`config.mk`:
```
export PLATFORM = sky130hd
export DESIGN_NAME = ceps_frame_reader
export DESIGN_NICKNAME = d
export VERILOG_FILES = /design/src/rtl/mfcc_pkg.sv /design/src/rtl/ceps_bank_rf.sv /design/src/rtl/ceps_frame_reader.sv
export SDC_FILE = /design/constraint.sdc
export NUM_CORES = 1
export LEC_CHECK = 0
export CAP_MARGIN = 10
export CORE_UTILIZATION = 34
export CTS_BUF_LIST = sky130_fd_sc_hd__clkbuf_4 sky130_fd_sc_hd__clkbuf_8
export DETAILED_ROUTE_END_ITERATION = 8
export MAX_ROUTING_LAYER = met4
export PLACE_DENSITY = 0.57
export SYNTH_ARGS = -nofsm -noshare
export SYNTH_HDL_FRONTEND = slang
export SYNTH_SLANG_ARGS = --single-unit
```
`constraint.sdc`:
```
create_clock -name clk -period 6.1 [get_ports clk]
set_clock_uncertainty 0.05 [all_clocks]
set_input_delay 1.22 -clock clk [delete_from_list [all_inputs] [get_ports clk]]
set_output_delay 1.22 -clock clk [all_outputs]
set_load 0.01 [all_outputs]
```
`src/rtl/mfcc_pkg.sv`:
```
// Shared MFCC chain constants and state types.
// Used by the cepstral frame reader and its bank register file.
package mfcc_pkg;

  localparam int NUM_CEPS   = 12;
  localparam int CEPS_WIDTH = 16;
  localparam int PTR_WIDTH  = $clog2(NUM_CEPS);
  localparam int CNT_WIDTH  = 16;

  localparam logic [PTR_WIDTH-1:0] LAST_PTR =
    PTR_WIDTH'(NUM_CEPS - 1);

  typedef enum logic {
    FREE,
    FULL
  } bank_state_t;

  typedef enum logic {
    IDLE,
    STREAM
  } rd_state_t;

endpackage

```
`src/rtl/ceps_bank_rf.sv`:
```
// Two-bank cepstral coefficient register file.
// One write port, one combinational read port.
module ceps_bank_rf
  import mfcc_pkg::*;
(
  input  logic                  clk,
  input  logic                  we,
  input  logic                  wr_bank,
  input  logic [PTR_WIDTH-1:0]  wr_idx,
  input  logic [CEPS_WIDTH-1:0] wr_data,
  input  logic                  rd_bank,
  input  logic [PTR_WIDTH-1:0]  rd_idx,
  output logic [CEPS_WIDTH-1:0] rd_data
);

  logic [CEPS_WIDTH-1:0] mem [2][NUM_CEPS];

  always_ff @(posedge clk) begin
    if (we && (wr_idx <= LAST_PTR))
      mem[wr_bank][wr_idx] <= wr_data;
  end

  assign rd_data = (rd_idx <= LAST_PTR) ?
                   mem[rd_bank][rd_idx] : '0;

endmodule

```
`src/rtl/ceps_frame_reader.sv`:
```
// Ping-pong capture of DCT cepstral frames and
// in-order valid/ready streaming to the consumer.
module ceps_frame_reader
  import mfcc_pkg::*;
(
  input  logic                  clk,
  input  logic                  rst,
  input  logic                  in_valid_i,
  input  logic [PTR_WIDTH-1:0]  ceps_ptr_i,
  input  logic [CEPS_WIDTH-1:0] ceps_i,
  input  logic                  frame_done_i,
  output logic                  out_valid_o,
  input  logic                  out_ready_i,
  output logic [CEPS_WIDTH-1:0] out_data_o,
  output logic [PTR_WIDTH-1:0]  out_ptr_o,
  output logic                  out_last_o,
  output logic                  overrun_o,
  output logic                  incomplete_o,
  output logic [CNT_WIDTH-1:0]  frame_count_o,
  output logic [CNT_WIDTH-1:0]  drop_count_o
);

  bank_state_t           bank_q [2];
  bank_state_t           bank_d [2];
  rd_state_t             st_q, st_d;
  logic                  wr_bank_q, wr_bank_d;
  logic                  rd_bank_q, rd_bank_d;
  logic                  discard_q, discard_d;
  logic [NUM_CEPS-1:0]   mask_q, mask_d;
  logic                  valid_d, last_d;
  logic [CEPS_WIDTH-1:0] data_d;
  logic [PTR_WIDTH-1:0]  ptr_d;
  logic                  overrun_d, incomplete_d;
  logic [CNT_WIDTH-1:0]  frame_d, drop_d;
  logic                  drop_inc;

  logic                  wr_en;
  logic [NUM_CEPS-1:0]   wr_bit;
  logic                  xfer;
  logic [PTR_WIDTH-1:0]  rd_idx;
  logic [CEPS_WIDTH-1:0] rd_data;

  assign wr_en  = in_valid_i && !discard_q &&
                  (ceps_ptr_i <= LAST_PTR);
  assign wr_bit = wr_en ?
                  (NUM_CEPS'(1) << ceps_ptr_i) : '0;
  assign xfer   = out_valid_o && out_ready_i;
  assign rd_idx = (st_q == IDLE) ?
                  '0 : out_ptr_o + 1'b1;

  ceps_bank_rf u_rf (
    .clk     (clk),
    .we      (wr_en),
    .wr_bank (wr_bank_q),
    .wr_idx  (ceps_ptr_i),
    .wr_data (ceps_i),
    .rd_bank (rd_bank_q),
    .rd_idx  (rd_idx),
    .rd_data (rd_data)
  );

  always_comb begin
    bank_d       = bank_q;
    st_d         = st_q;
    wr_bank_d    = wr_bank_q;
    rd_bank_d    = rd_bank_q;
    discard_d    = discard_q;
    mask_d       = mask_q | wr_bit;
    valid_d      = out_valid_o;
    data_d       = out_data_o;
    ptr_d        = out_ptr_o;
    last_d       = out_last_o;
    overrun_d    = overrun_o;
    incomplete_d = 1'b0;
    frame_d      = frame_count_o;
    drop_d       = drop_count_o;
    drop_inc     = 1'b0;

    unique case (st_q)
      IDLE: begin
        if (bank_q[rd_bank_q] == FULL) begin
          valid_d = 1'b1;
          data_d  = rd_data;
          ptr_d   = '0;
          last_d  = (LAST_PTR == '0);
          st_d    = STREAM;
        end
      end
      STREAM: begin
        if (xfer && out_last_o) begin
          valid_d           = 1'b0;
          last_d            = 1'b0;
          bank_d[rd_bank_q] = FREE;
          rd_bank_d         = ~rd_bank_q;
          frame_d           = frame_count_o + 1'b1;
          st_d              = IDLE;
        end else if (xfer) begin
          data_d = rd_data;
          ptr_d  = rd_idx;
          last_d = (rd_idx == LAST_PTR);
        end
      end
      default: st_d = IDLE;
    endcase

    // bank_d already reflects a bank freed this cycle
    if (frame_done_i) begin
      if (discard_q) begin
        drop_inc  = 1'b1;
        overrun_d = 1'b1;
        if (bank_d[0] == FREE) begin
          discard_d = 1'b0;
          wr_bank_d = 1'b0;
        end else if (bank_d[1] == FREE) begin
          discard_d = 1'b0;
          wr_bank_d = 1'b1;
        end
      end else if (&mask_d) begin
        bank_d[wr_bank_q] = FULL;
        mask_d            = '0;
        if (bank_d[~wr_bank_q] == FREE)
          wr_bank_d = ~wr_bank_q;
        else
          discard_d = 1'b1;
      end else begin
        incomplete_d = 1'b1;
        drop_inc     = 1'b1;
        mask_d       = '0;
      end
    end

    if (drop_inc && (drop_count_o != '1))
      drop_d = drop_count_o + 1'b1;
  end

  always_ff @(posedge clk) begin
    if (rst) begin
      bank_q[0]     <= FREE;
      bank_q[1]     <= FREE;
      st_q          <= IDLE;
      wr_bank_q     <= 1'b0;
      rd_bank_q     <= 1'b0;
      discard_q     <= 1'b0;
      mask_q        <= '0;
      out_valid_o   <= 1'b0;
      out_data_o    <= '0;
      out_ptr_o     <= '0;
      out_last_o    <= 1'b0;
      overrun_o     <= 1'b0;
      incomplete_o  <= 1'b0;
      frame_count_o <= '0;
      drop_count_o  <= '0;
    end else begin
      bank_q        <= bank_d;
      st_q          <= st_d;
      wr_bank_q     <= wr_bank_d;
      rd_bank_q     <= rd_bank_d;
      discard_q     <= discard_d;
      mask_q        <= mask_d;
      out_valid_o   <= valid_d;
      out_data_o    <= data_d;
      out_ptr_o     <= ptr_d;
      out_last_o    <= last_d;
      overrun_o     <= overrun_d;
      incomplete_o  <= incomplete_d;
      frame_count_o <= frame_d;
      drop_count_o  <= drop_d;
    end
  end

endmodule

```
==> results.toml <==
[routing]
m1WireLength_um = 17650
routedWlPerCell_um = 21.12
dr_wl_met3_um = 1610
drtAntennaViolNets = 0
drtIter0Drc = 661
routed_wl_um = 39640
drtPass1Iterations = 5
routed.top_layer = "met4"
via_per_inst = 5.063
route.met2.wl_um = 19680
dr_total_vias = 9504
drc = 0

[grt]
track_usage = 0.1547
antenna_found_initial = 1
grt_pass1_vias = 9890
grt_pass1_wl_um = 60110
grt_max_degree = 43
grt_overflow = 0

[timing]
maxSlewViolCount = 0
timing.hold.ws_ns = 0.4500
finalSetupViolations = 0
setup-tns-final_ns = 0
max_slew_margin = 0.2553
max_clock_freq_mhz = 257.6
finalHoldViolCount = 0
worst_slew_pin_slew_ns = 1.117
min_period_ns = 3.881
rsz0062_at_grt = "no"
fin_crit_sh = 0.6363

[yosys]
syn_inst = 1017
syn-cell-area_mm2 = 0.01799
ys.flop_type = "edfxtp_1"
synth_edf_count = 384
ys_async_sr_fraction = 0
avgSynthCellArea_um2 = 17.69
yosysWarningCount = 0
synthesis.nets = 1045
ys_seq_elements = 459
seq_area_frac_synth = 0.7245
synth_cell_types = 54

[finish]
drive_gt1_frac = 0.2291
nets = 1171
fillers = 4570
synthToLayoutAreaGrowth_pct = 17.39

[floorplan]
die_area_mm2 = 0.05383
start_util = 0.3471
ios = 81
row_count = 83
coreArea_mm2 = 0.05182
die_x_um = 232.0
die_y_um = 232.0

[setup_path]
rr_endpoint = "out_data_o[12]"
cp-start-kind = "input pin"
cp.required_ns = 6.55
crit_type = "in2reg"
r2r_slack_ns = 2.86
regToRegStartpoint = "st_q"
cp_max_fo = 15
critPathArrivalTime_ns = 4.33
r2r.worst_path.cells = 7
crit_path_end_kind = "flop"

[clock_network]
postCtsSetupRepairBufs = 0
clkSinkCount = 459
cts.path.max_buffers = 3
clock_latency_ns = 0.61
clk_pin_slew_ns = 0.06
cts_hold_buf = 0
cts_htree_levels = 3
cts_tree = "yes"
numCtsBuffers = 74
ctsRootBufferMaster = "clkbuf_8"
cts_resized = 0

[pwr]
ir_drop_mv = 0.1380
powerDensity_mw_per_mm2 = 289.3
p_leak_uw = 0.006725

[min_path]
hold-path-cell-count = 2
holdCritStartpoint = "mask_q[1]"
min_to = "mask_q[1]"
holdCritPathClass = "reg2reg"

[place]
gp_congestion = 0.7854
hpwl_um = 23640
io_buffers = 80

[outcome]
status = "finished, final reports clean"

[job]
cap_violations = 0
[sequential cells by signal, summed over array words and instances (netlist names), named ones only]
register / flops
overrun_o: 1
u_rf.mem: 384
out_data_o: 16
rd_bank_q: 1
out_last_o: 1
bank_q: 2
incomplete_o: 1
discard_q: 1
out_ptr_o: 4
wr_bank_q: 1
drop_count_o: 16
st_q: 1
frame_count_o: 16
mask_q: 12
out_valid_o: 1
[power breakdown]
group	total (µW)	switching, µW	internal [µW]
logic	129	87.5	41.1
registers	3430	7.84	3420
clock network	2550	1160	1390
[routing by layer]
layer / track usage / up-vias
li1: - / 4348
met1: 0.1975 / 4922
met2: 0.2493 / 182
met3: 0.02701 / 52
met4: 0.05243 / 0
met5: - / -
[layout make-up]
cell class,count,area [µm²],share of cell area
clock buffers,107,1272,0.06026
repair buffers,106,1003,0.04752
flip-flops and latches,459,13040,0.6174
diodes,1,2.502,0.0001185
clock inverters,22,140.1,0.006636
well taps,680,850.8,0.04029
multi-input cells,497,4792,0.2269
inverters,5,18.77,0.0008888
[cell usage after synthesis (all sizes together) (10+ instances only)]
cell | instances | area [µm²]
edfxtp | 384 | 11530
mux2i | 52 | 520.5
buf | 20 | 97.59
nor2 | 78 | 292.8
dfxtp | 75 | 1501
mux4 | 96 | 2162
o31ai | 10 | 80.07
clkbuf | 36 | 135.1
o21ai | 25 | 125.1
a21oi | 29 | 145.1
nor3 | 18 | 90.09
nand4 | 12 | 75.07
nand2 | 33 | 126.4
nand3 | 15 | 75.07
xor2 | 12 | 105.1
o22ai | 32 | 200.2
mux2 | 10 | 112.6
[logic make-up (layout without fill, tap and decap cells)]
| family | count (synthesis) | after routing | synth area share |
|---|---|---|---|
| XOR/XNOR | 16 | 16 | 0.007790 |
| AO/OA/AOI/OAI | 108 | 108 | 0.03603 |
| flip-flops | 459 | 459 | 0.7245 |
| adder cells (fa/ha/maj) | 3 | 3 | 0.002087 |
| AND/OR/NAND/NOR | 212 | 212 | 0.06024 |
| other | 0 | 1 | 0 |
| multiplexers | 158 | 158 | 0.1554 |
| buffers and inverters | 61 | 240 | 0.01398 |
[layout by cell type, fill, tap and decap left out, types with 15 or more instances in the layout]
| cell | count |
|---|---|
| edfxtp_1 | 384 |
| mux4_2 | 96 |
| clkdlybuf4s50_1 | 79 |
| clkbuf_8 | 75 |
| dfxtp_1 | 74 |
| nor2_1 | 73 |
| mux2i_1 | 52 |
| o22ai_1 | 32 |
| clkbuf_4 | 32 |
| nand2_1 | 31 |
| a21oi_1 | 29 |
| buf_4 | 25 |
| o21ai_0 | 23 |
| nand3_1 | 15 |
[stage by stage]
stage          std cells  instance area (µm²)  setup slack [ns]  total power, µW  utilization
2_1_floorplan       1017                17990             2.596             3544            -
3_3_place_gp        1747                19700             1.790             3622       0.3802
3_5_place_dp        1747                19700             1.698             3628       0.3802
4_1_cts             1876                21110             2.356             6193       0.4074
5_1_grt             1877                21120             2.021             6317       0.4075
6_report            1877                21120             2.219             6110       0.4075
[critical path: stages]
cell,delay [ns]
clkdlybuf4s50_1,0.48
nand4bb_1,0.48
o31ai_1,0.46
o21ai_0,0.27
nor4b_4,0.66
buf_4,0.33
nor4_1,0.09
mux2_1,0.34
[worst max path at each step]
| stage | cells past startpoint | endpoint | startpoint | slack [ns] |
|---|---|---|---|---|
| 5_1_grt | 8 | drop_count_o[8] | ceps_ptr_i[2] | 2.02 |
| 6_report | 8 | drop_count_o[8] | ceps_ptr_i[2] | 2.22 |
| 3_3_place_gp | 8 | drop_count_o[8] | ceps_ptr_i[3] | 1.79 |
| 2_1_floorplan | 3 | u_rf.mem[0][128] | ceps_ptr_i[3] | 2.60 |
| 3_5_place_dp | 8 | drop_count_o[8] | ceps_ptr_i[3] | 1.70 |
| 4_1_cts | 8 | drop_count_o[8] | ceps_ptr_i[2] | 2.36 |
(Power assumes the default switching activity.)
==> RTL edit (same flow settings) <==
Make the reset (`rst`) asynchronous in one clocked block.
--- a/src/rtl/ceps_frame_reader.sv
+++ b/src/rtl/ceps_frame_reader.sv
@@ -133,7 +133,7 @@
       drop_d = drop_count_o + 1'b1;
   end
 
-  always_ff @(posedge clk) begin
+  always_ff @(posedge clk or posedge rst) begin
     if (rst) begin
       bank_q[0]     <= FREE;
       bank_q[1]     <= FREE;
Behaviour: differs if rst is asserted again (counterexample within 4 cycles, from zero or initial values and one cycle with rst high); with rst held inactive, the same outputs for 4 cycles.
==> RTL edit against the unedited design <==
Sequential cell count shrank 1. Setup slack gained 0.23 ns. Synthesized cell count shrank 7.2%. Hold slack lost 0.042 ns. Cell count shrank 3.2%. Critical path depth shrank 1. Routed wire length grew 2.5%. Synthesized area grew 0.23%. Register-to-register slack lost 0.15 ns. Design area grew 0.25%.
Power is not compared: it rests on default switching activity, and its combinational part moved more than twofold at a synthesized area within 25%.
==> RTL edit: results (changes against the unedited design) <==
Root Driver: clkbuf_8 (unchanged)
Comb. pwr: 2.49 mW
H-tree levels: 3 (unchanged)
Largest register by flop count: u_rf.mem (unchanged)
Register area share after synthesis: 74.2% (was 72.4%)
Syn nets: 972 (was 1045)
Placed insts: 1682 (was 1747)
Largest net degree at the start of global routing: 89 (was 43)
Antenna violations before repair: 1 (unchanged)
Post-synth top cells: 384 x edfxtp_1, 96 x mux4_2, 74 x dfrtp_1, 38 x nor2_1, 33 x a22oi_1 (was 384 x edfxtp_1, 96 x mux4_2, 78 x nor2_1, 75 x dfxtp_1, 52 x mux2i_1)
Syn avg cell area: 19.1 sq um (was 17.7 sq um)
Global-route wire length before repair: 61500 um (was 60100 um)
Mux contribution to synthesized area: 13.3% (was 15.5%)
Cell variety after synth: 56 (was 54)
Xor-xnor portion of the synthesized cell area: 1.65% (was 0.779%)
Sw frac: 30.3%
Rel. slew slack: 23.2% (was 25.5%)
Reg2Reg Launch Point: rd_bank_q (was st_q)
Outcome: finished clean (unchanged)
Final estimated routing congestion in global placement: 0.807 (was 0.785)
Pre-CTS WS: 1.86 ns (was 1.70 ns)
Vias per cell: 5.12 (was 5.06)
Vias in the first global route: 9693 (was 9890)
Async SR Flop Fraction: 16.2% (was 0%)
Hold_ws: 0.408 ns (was 0.450 ns)
Worst EP arrival: 4.10 ns (was 4.33 ns)
Synth Area in Compound Gates: 4.17% (was 3.60%)
Final wirelength: 40600 um (was 39600 um)
Crit path to: drop_count_o[1] (was drop_count_o[8])
Initial drt markers: 791 (was 661)
Post-synth EDFFs: 384 (unchanged)
GRT Total Usage: 15.9% (was 15.5%)
Synth area leaders: edfxtp_1 64%, mux4_2 12%, dfrtp_1 10% (was edfxtp_1 64%, mux4_2 12%, dfxtp_1 8.3%)
R2r setup slk: 2.71 ns (was 2.86 ns)
Crit path launch: ceps_ptr_i[1] (was ceps_ptr_i[2])
Peak supply drop: 219 uV
Fraction of the mapped netlist area in adder cells: 0.208% (was 0.209%)
Routed WL per cell: 22.4 um (was 21.1 um)
Worst Hold End: overrun_o (was mask_q[1])
Psw: 2.71 mW
Worst Reg2Reg Path Length in Cells: 6 (was 7)
CTS-repair resized insts: 0 (unchanged)
Placed instance area: 0.0196 sq mm (was 0.0197 sq mm)
Sequential Power Share: 42.0%
Ys flop type: edfxtp_1 (unchanged)
Reg2reg end: out_ptr_o[0] (was out_data_o[12])
Post-DP HPWL: 24200 um (was 23600 um)
Hold path start: overrun_o (was mask_q[1])
Worst Hold Depth: 1 (was 2)
CTS Buffer Depth: 3 (unchanged)
HP Class: flop to flop (unchanged)
Worst-Skew Late Latency: 0.63 ns (was 0.61 ns)
Nets: 1098 (was 1171)
Worst path max stage delay: 0.73 ns (was 0.66 ns)
IO buf count: 80 (unchanged)
Pleak: 7.09 nW
CP max stage cell: clkdlybuf4s50_1 (was nor4b_4)
Share of cells above drive strength 1: 24.3% (was 22.9%)
RTL edit: cell types whose count changed after synthesis, moves of 19 or more:
| cell | delta |
|---|---|
| dfxtp_1 | -75 |
| dfrtp_1 | +74 |
| nor2_1 | -40 |
| mux2i_1 | -34 |
| a22oi_1 | +33 |
| o22ai_1 | -32 |
| buf_2 | +19 |
| clkbuf_1 | -19 |
| xnor2_1 | +19 |
RTL edit: final cells by class:
type	instances	area, sq um
Inverter	4	16.3
Timing Repair Buffer	99	956
Clock buffer	123	1420
Sequential cell	458	13400
Fill cell	4676	31300
Antenna cell	1	2.50
Clock inverter	10	93.8
Multi-Input combinational cell	433	4430
Tap cell	688	861
RTL edit: layer usage:
metal / global-route usage, % / vias up / part of all wire [%]
met5: - / - / 0
met4: 4.28 / 0 / 1.8
met3: 3.36 / 65 / 4.6
met2: 24.2 / 236 / 48
met1: 21.7 / 4902 / 45
li1: - / 4096 / -
